==> src/rtl/arm_pkg.sv <==
// Shared architectural constants for the ID-stage register file and scoreboard.
package arm_pkg;

  localparam int unsigned NUM_ARCH_REGS = 16;
  localparam int unsigned REG_ADDR_W    = 4;
  localparam logic [REG_ADDR_W-1:0] PC_IDX = 4'd15;

  // Registers 0..14 are tracked; the PC is never tracked.
  localparam int unsigned NUM_TRACKED   = NUM_ARCH_REGS - 1;

  // Counter width able to hold 0..max_inflight.
  function automatic int unsigned cnt_w(input int unsigned max_inflight);
    return $clog2(max_inflight + 1);
  endfunction

  localparam int unsigned DEFAULT_MAX_INFLIGHT = 3;
  localparam int unsigned CNT_W = cnt_w(DEFAULT_MAX_INFLIGHT);

endpackage

==> src/rtl/reg_scoreboard_if.sv <==
// Issue/writeback/hazard signal bundle between the ID stage and the scoreboard.
interface reg_scoreboard_if;
  import arm_pkg::*;

  logic                  issue_valid;
  logic                  issue_wb_en;
  logic [REG_ADDR_W-1:0] issue_dest;
  logic [REG_ADDR_W-1:0] src1;
  logic [REG_ADDR_W-1:0] src2;
  logic                  use_src2;
  logic                  wb_en;
  logic [REG_ADDR_W-1:0] wb_dest;
  logic                  stall;
  logic                  hazard_src1;
  logic                  hazard_src2;
  logic                  busy;
  logic                  err_underflow;

  // Pipeline side: presents instructions and writebacks, observes stalls.
  modport master (
    output issue_valid, issue_wb_en, issue_dest, src1, src2, use_src2,
    output wb_en, wb_dest,
    input  stall, hazard_src1, hazard_src2, busy, err_underflow
  );

  // Scoreboard side.
  modport slave (
    input  issue_valid, issue_wb_en, issue_dest, src1, src2, use_src2,
    input  wb_en, wb_dest,
    output stall, hazard_src1, hazard_src2, busy, err_underflow
  );

endinterface

==> src/rtl/reg_scoreboard_pend_counter.sv <==
// Pending-write counter for one architectural register.
module pend_counter #(
  parameter int unsigned MAX_INFLIGHT = 3,
  parameter int unsigned CNT_W        = 2
) (
  input  logic             clk,
  input  logic             rst,
  input  logic             inc,
  input  logic             dec,
  output logic [CNT_W-1:0] count,
  output logic             zero,
  output logic             full
);

  logic [CNT_W-1:0] cnt_q;
  logic [CNT_W-1:0] cnt_d;
  logic             dec_eff;

  // Next count; a decrement at zero is ignored (the top flags it as underflow).
  always_comb begin
    cnt_d   = cnt_q;
    dec_eff = dec && (cnt_q != '0);
    if (inc && !dec_eff) begin
      cnt_d = cnt_q + CNT_W'(1);
    end else if (!inc && dec_eff) begin
      cnt_d = cnt_q - CNT_W'(1);
    end
  end

  // Count register with synchronous reset.
  always_ff @(posedge clk) begin
    if (rst) begin
      cnt_q <= '0;
    end else begin
      cnt_q <= cnt_d;
    end
  end

  assign count = cnt_q;
  assign zero  = (cnt_q == '0);
  assign full  = (cnt_q == CNT_W'(MAX_INFLIGHT));

endmodule

==> src/rtl/reg_scoreboard.sv <==
// Counter-based RAW hazard scoreboard for the ID-stage register file.
module reg_scoreboard
  import arm_pkg::*;
#(
  parameter int unsigned MAX_INFLIGHT = 3,
  parameter bit          BYPASS_WB    = 1'b1
) (
  input  logic               clk,
  input  logic               rst,
  reg_scoreboard_if.slave    sb
);

  localparam int unsigned CW = cnt_w(MAX_INFLIGHT);

  logic [CW-1:0]            pend [NUM_ARCH_REGS];
  logic [CW-1:0]            eff  [NUM_ARCH_REGS];
  logic [NUM_ARCH_REGS-1:0] zero_v;
  logic [NUM_ARCH_REGS-1:0] full_v;
  logic [NUM_ARCH_REGS-1:0] byp_hit;
  logic [NUM_ARCH_REGS-1:0] inc_v;
  logic [NUM_ARCH_REGS-1:0] dec_v;

  logic full_dest_c;
  logic hazard_src1_c;
  logic hazard_src2_c;
  logic stall_c;
  logic accept_c;
  logic underflow_c;
  logic err_underflow_q;
  logic err_underflow_d;

  // One counter per tracked register; the PC slot reads as permanently empty.
  for (genvar r = 0; r < NUM_TRACKED; r++) begin : g_pend
    pend_counter #(
      .MAX_INFLIGHT (MAX_INFLIGHT),
      .CNT_W        (CW)
    ) u_pend (
      .clk   (clk),
      .rst   (rst),
      .inc   (inc_v[r]),
      .dec   (dec_v[r]),
      .count (pend[r]),
      .zero  (zero_v[r]),
      .full  (full_v[r])
    );
  end
  assign pend[PC_IDX]   = '0;
  assign zero_v[PC_IDX] = 1'b1;
  assign full_v[PC_IDX] = 1'b0;

  // Effective pending counts: a completing last write is visible in ID this cycle.
  always_comb begin
    for (int r = 0; r < NUM_ARCH_REGS; r++) begin
      byp_hit[r] = BYPASS_WB && sb.wb_en && (sb.wb_dest == REG_ADDR_W'(r)) && !zero_v[r];
      eff[r]     = pend[r] - CW'(byp_hit[r]);
    end
  end

  // Hazard detection and issue acceptance; hazards use pre-increment counts.
  always_comb begin
    hazard_src1_c = !rst && sb.issue_valid && (eff[sb.src1] != '0);
    hazard_src2_c = !rst && sb.issue_valid && sb.use_src2 && (eff[sb.src2] != '0);
    // eff == MAX only when the counter is full and no writeback bypasses it.
    full_dest_c   = !rst && sb.issue_valid && sb.issue_wb_en && (sb.issue_dest != PC_IDX) &&
                    full_v[sb.issue_dest] && !byp_hit[sb.issue_dest];
    stall_c       = hazard_src1_c | hazard_src2_c | full_dest_c;
    accept_c      = sb.issue_valid && !stall_c && !rst;
  end

  // Per-register increment/decrement requests and underflow detection.
  always_comb begin
    inc_v = '0;
    dec_v = '0;
    for (int r = 0; r < NUM_TRACKED; r++) begin
      inc_v[r] = accept_c && sb.issue_wb_en && (sb.issue_dest == REG_ADDR_W'(r));
      dec_v[r] = sb.wb_en && (sb.wb_dest == REG_ADDR_W'(r));
    end
    underflow_c     = sb.wb_en && (sb.wb_dest != PC_IDX) && zero_v[sb.wb_dest];
    err_underflow_d = err_underflow_q | underflow_c;
  end

  // Sticky underflow flag, cleared only by reset.
  always_ff @(posedge clk) begin
    if (rst) begin
      err_underflow_q <= 1'b0;
    end else begin
      err_underflow_q <= err_underflow_d;
    end
  end

  assign sb.stall         = stall_c;
  assign sb.hazard_src1   = hazard_src1_c;
  assign sb.hazard_src2   = hazard_src2_c;
  assign sb.busy          = ~&zero_v;
  assign sb.err_underflow = err_underflow_q;

endmodule

==> src/flat_wrapper.sv <==
// flat-port wrapper written by rule: the top's interface ports become plain ports
module reg_scoreboard_flat import arm_pkg::*;
#(
  parameter int unsigned MAX_INFLIGHT = 3,
  parameter bit          BYPASS_WB    = 1'b1
)
  (clk, rst, sb_issue_valid, sb_issue_wb_en, sb_issue_dest, sb_src1, sb_src2, sb_use_src2, sb_wb_en, sb_wb_dest, sb_stall, sb_hazard_src1, sb_hazard_src2, sb_busy, sb_err_underflow);
  reg_scoreboard_if sb_i ();
  input  logic clk;
  input  logic rst;
  input wire logic [$bits(sb_i.issue_valid)-1:0] sb_issue_valid;
  input wire logic [$bits(sb_i.issue_wb_en)-1:0] sb_issue_wb_en;
  input wire logic [$bits(sb_i.issue_dest)-1:0] sb_issue_dest;
  input wire logic [$bits(sb_i.src1)-1:0] sb_src1;
  input wire logic [$bits(sb_i.src2)-1:0] sb_src2;
  input wire logic [$bits(sb_i.use_src2)-1:0] sb_use_src2;
  input wire logic [$bits(sb_i.wb_en)-1:0] sb_wb_en;
  input wire logic [$bits(sb_i.wb_dest)-1:0] sb_wb_dest;
  output wire logic [$bits(sb_i.stall)-1:0] sb_stall;
  output wire logic [$bits(sb_i.hazard_src1)-1:0] sb_hazard_src1;
  output wire logic [$bits(sb_i.hazard_src2)-1:0] sb_hazard_src2;
  output wire logic [$bits(sb_i.busy)-1:0] sb_busy;
  output wire logic [$bits(sb_i.err_underflow)-1:0] sb_err_underflow;
  assign sb_i.issue_valid = sb_issue_valid;
  assign sb_i.issue_wb_en = sb_issue_wb_en;
  assign sb_i.issue_dest = sb_issue_dest;
  assign sb_i.src1 = sb_src1;
  assign sb_i.src2 = sb_src2;
  assign sb_i.use_src2 = sb_use_src2;
  assign sb_i.wb_en = sb_wb_en;
  assign sb_i.wb_dest = sb_wb_dest;
  assign sb_stall = sb_i.stall;
  assign sb_hazard_src1 = sb_i.hazard_src1;
  assign sb_hazard_src2 = sb_i.hazard_src2;
  assign sb_busy = sb_i.busy;
  assign sb_err_underflow = sb_i.err_underflow;
  reg_scoreboard #(.MAX_INFLIGHT(MAX_INFLIGHT), .BYPASS_WB(BYPASS_WB)) u_core (.clk(clk), .rst(rst), .sb(sb_i));
endmodule
==> config.mk <==
export PLATFORM = sky130hd
export DESIGN_NAME = reg_scoreboard_flat
export DESIGN_NICKNAME = d
export VERILOG_FILES = /design/src/rtl/arm_pkg.sv /design/src/rtl/reg_scoreboard_if.sv /design/src/rtl/reg_scoreboard_pend_counter.sv /design/src/rtl/reg_scoreboard.sv /design/src/flat_wrapper.sv
export SDC_FILE = /design/constraint.sdc
export NUM_CORES = 1
export LEC_CHECK = 0
export ABC_AREA = 1
export CORE_UTILIZATION = 55
export DETAILED_ROUTE_END_ITERATION = 7
export PLACE_DENSITY = 0.83
export SYNTH_ARGS = -nofsm -noshare
export SYNTH_HDL_FRONTEND = slang
export SYNTH_SLANG_ARGS = --single-unit
==> constraint.sdc <==
create_clock -name clk -period 3.05 [get_ports clk]
set_input_delay 0.305 -clock clk [delete_from_list [all_inputs] [get_ports clk]]
set_output_delay 0.305 -clock clk [all_outputs]
set_load 0.05 [all_outputs]
==> out/qor.csv <==
metric;value;unit
power_density;215;mW/mm^2
grt_max_degree;32;
cap_violations;0;
cts_sinks;31;
route.detailed.wl_per_inst;13.9;um
ys.flop_type;dfxtp_1;
die_w;80.2;um
synth_nets;628;
post-synth-top-count-cell;nand2_1;
leakage;2.34;nW
dp_hpwl;8520;um
vias;4151;
ios;27;
tightest_slew;559;ps
post-route-min-period;2930;ps
first_pass_iters;7;
synth_edf_count;0;
synth_top_cells_by_count;152 x nand2_1, 100 x inv_1, 73 x nor2_1, 41 x nand3_1, 33 x a21oi_1;
cts_tree;built;
arrival;3170;ps
finalSetupViolCount;0;
ir_worst_vdd;0.189;mV
slew_headroom;0.624;
end_kind;flip-flop;
ys_seq_area_frac;0.185;
grt_pass1_vias;3849;
slew_violations;0;
rrSetupSlack;120;ps
worst_setup_path_start_kind;flip-flop;
finalHoldViolCount;0;
ys_ff_latch;31;
yosysWarnings;0;
crit_fanout;7;
start_util;0.567;
synthCells;576;
antenna_left;0;
critical_path.slowest_cell;dfxtp_2;
rows;28;
whs;503;ps
area_growth;39.7;%
place.gp.congestion;1.02;
netlist_area;0.00336;sq mm
core-area;0.00592;sq mm
critPathRequiredTime;3280;ps
status;completed;
ctsHoldBuffers;0;
ys_top_cells_by_area;dfxtp_1 18%, nand2_1 17%, ha_1 11%;
antenna_found_initial;0;
grt_pass1_wl;16700;um
synth_top_area_cell;dfxtp_1;
dieArea;0.00642;sq mm
synth_top_area_frac;0.185;
io_buffers;26;
totalWireLength;10800;um
cts_made_buffers;5;
root_buffer;clkbuf_8;
die_h;80.2;um
skew;6.40;ps
cts_buffer_depth;2;
avgSynthCellArea;5.83;sq um
path_cells;inv_2 > nand2_1 > nand2_1 > nor2_2 > ha_1 > inv_1 > nand2_1 > o21ai_0 > o21ai_1 > nand3_1 > nand2_1 > nand2_1 > nand3_2 > nand4_4 > buf_6 > nor2_2 > ha_1 > a21oi_1 > o21ai_1 > a21oi_2 > o21a_1;
grt_remaining_overflow;0;
totalNegativeSetupSlack;0;ps
dr.first_iter.drc_count;354;
critical_path_class;flip-flop to flip-flop;
fmax;341;MHz
clk_pin_slew_worst_paths;70;ps
crit_top_cell;nand2_1;
synthDistinctLibCells;31;
cp_slowest_stage_delay;350;ps
htree_num_levels;2;
drc;0;
drive_gt1_frac;0.251;
nNetsFinal;754;
clk_latency;290;ps
diodes;0;
synth-async-reset-ratio;0;
timing.final.crit_share;0.962;
hold_class;input port to flip-flop;
vias_per_cell;5.35;
grtUsageTotal;0.342;
power by group:
part / total [W] / leakage, nW / internal, W / switching (W)
registers: 0.000412 / 0.253 / 0.000409 / 0.00000338
logic: 0.000283 / 2.05 / 0.000121 / 0.000162
clock network: 0.000312 / 0.0371 / 0.000152 / 0.000160
sequential cells by signal (all words and copies together) (netlist names):
signal                      cells
u_core.g_pend.u_pend.count     30
u_core.sb.err_underflow         1
layout by cell type (no fill, tap or decap), drive strengths merged:
cell type	netlist	routed
inv	103	103
dfxtp	31	31
o21a	15	15
nand3	41	41
o21ai	31	31
o211ai	1	1
nor3	2	2
o221ai	1	1
nand2	153	153
a21oi	33	33
xor2	18	18
nor4b	1	1
nor2	86	86
ha	30	30
a31oi	2	2
nand4	10	10
nand3b	2	2
o31ai	1	1
xnor2	3	3
nor4	2	2
buf	5	104
clkdlybuf4s50	0	18
or2	1	1
dlygate4sd2	0	2
and3	1	1
clkbuf	3	9
metal layers:
layer / vias to the layer above / track usage / part of all wire
met3: 34 / 0.0443 / 0.066
met4: 0 / 0.175 / 0.034
met2: 158 / 0.573 / 0.46
met1: 1882 / 0.426 / 0.44
met5: - / 0 / 0
li1: 2077 / - / -
logic make-up after synthesis:
logic type                 count (synthesis)  synth area share
AOI/OAI and AO/OA                         84             0.140
xor gates and xnor gates                  21            0.0547
adders and majority gates                 30             0.112
buffers and inverters                    111             0.128
DFF                                       31             0.185
and+or+nand+nor                          299             0.381
area by class of cell:
type | instances | area [sq um]
multi-input cells | 434 | 2460
fillers | 468 | 1230
flip-flops and latches | 31 | 628
well taps | 75 | 93.8
inverters | 103 | 387
clock buffers | 6 | 72.6
repair buffers | 127 | 1050
critical path: cells and delay by family, from the launching register on:
| kind | cells | cell delay, ps |
|---|---|---|
| and+or+nand+nor | 10 | 890 |
| adders and majority gates | 2 | 560 |
| DFF | 1 | 350 |
| AOI/OAI and AO/OA | 6 | 800 |
| buffers and inverters | 3 | 300 |
final timing paths:
check	startpoint	end	cells past startpoint
min reg2reg	u_core.sb.err_underflow$_SDFF_PP0_	u_core.sb.err_underflow$_SDFF_PP0_	2
min	sb_wb_dest[3]	u_core.sb.err_underflow$_SDFF_PP0_	5
max reg2reg	u_core.g_pend[13].u_pend.count[1]$_SDFFE_PP0P_	u_core.g_pend[3].u_pend.count[1]$_SDFFE_PP0P_	21
max	u_core.g_pend[13].u_pend.count[1]$_SDFFE_PP0P_	u_core.g_pend[3].u_pend.count[1]$_SDFFE_PP0P_	21
through the flow:
stage / setup WS, ps / utilization / instance area [sq um] / total power [W] / std cells
2_1_floorplan: 234 / - / 3360 / 0.000555 / 576
3_3_place_gp: -418 / 0.754 / 4460 / 0.000685 / 769
3_5_place_dp: -532 / 0.754 / 4460 / 0.000689 / 769
4_1_cts: 99.5 / 0.779 / 4610 / 0.00101 / 776
5_1_grt: -52.4 / 0.792 / 4690 / 0.00104 / 776
6_report: 116 / 0.792 / 4690 / 0.00101 / 776
timing repair:
item	4_1_cts	5_1_grt
endpoints found under the setup margin	23	18
cloned	0	0
pin swaps	5	3
gates resized for setup	29	47
buffers inserted	1	0
hold endpoints to repair	0	0
No activity file was read; power rests on OpenSTA's default activity.
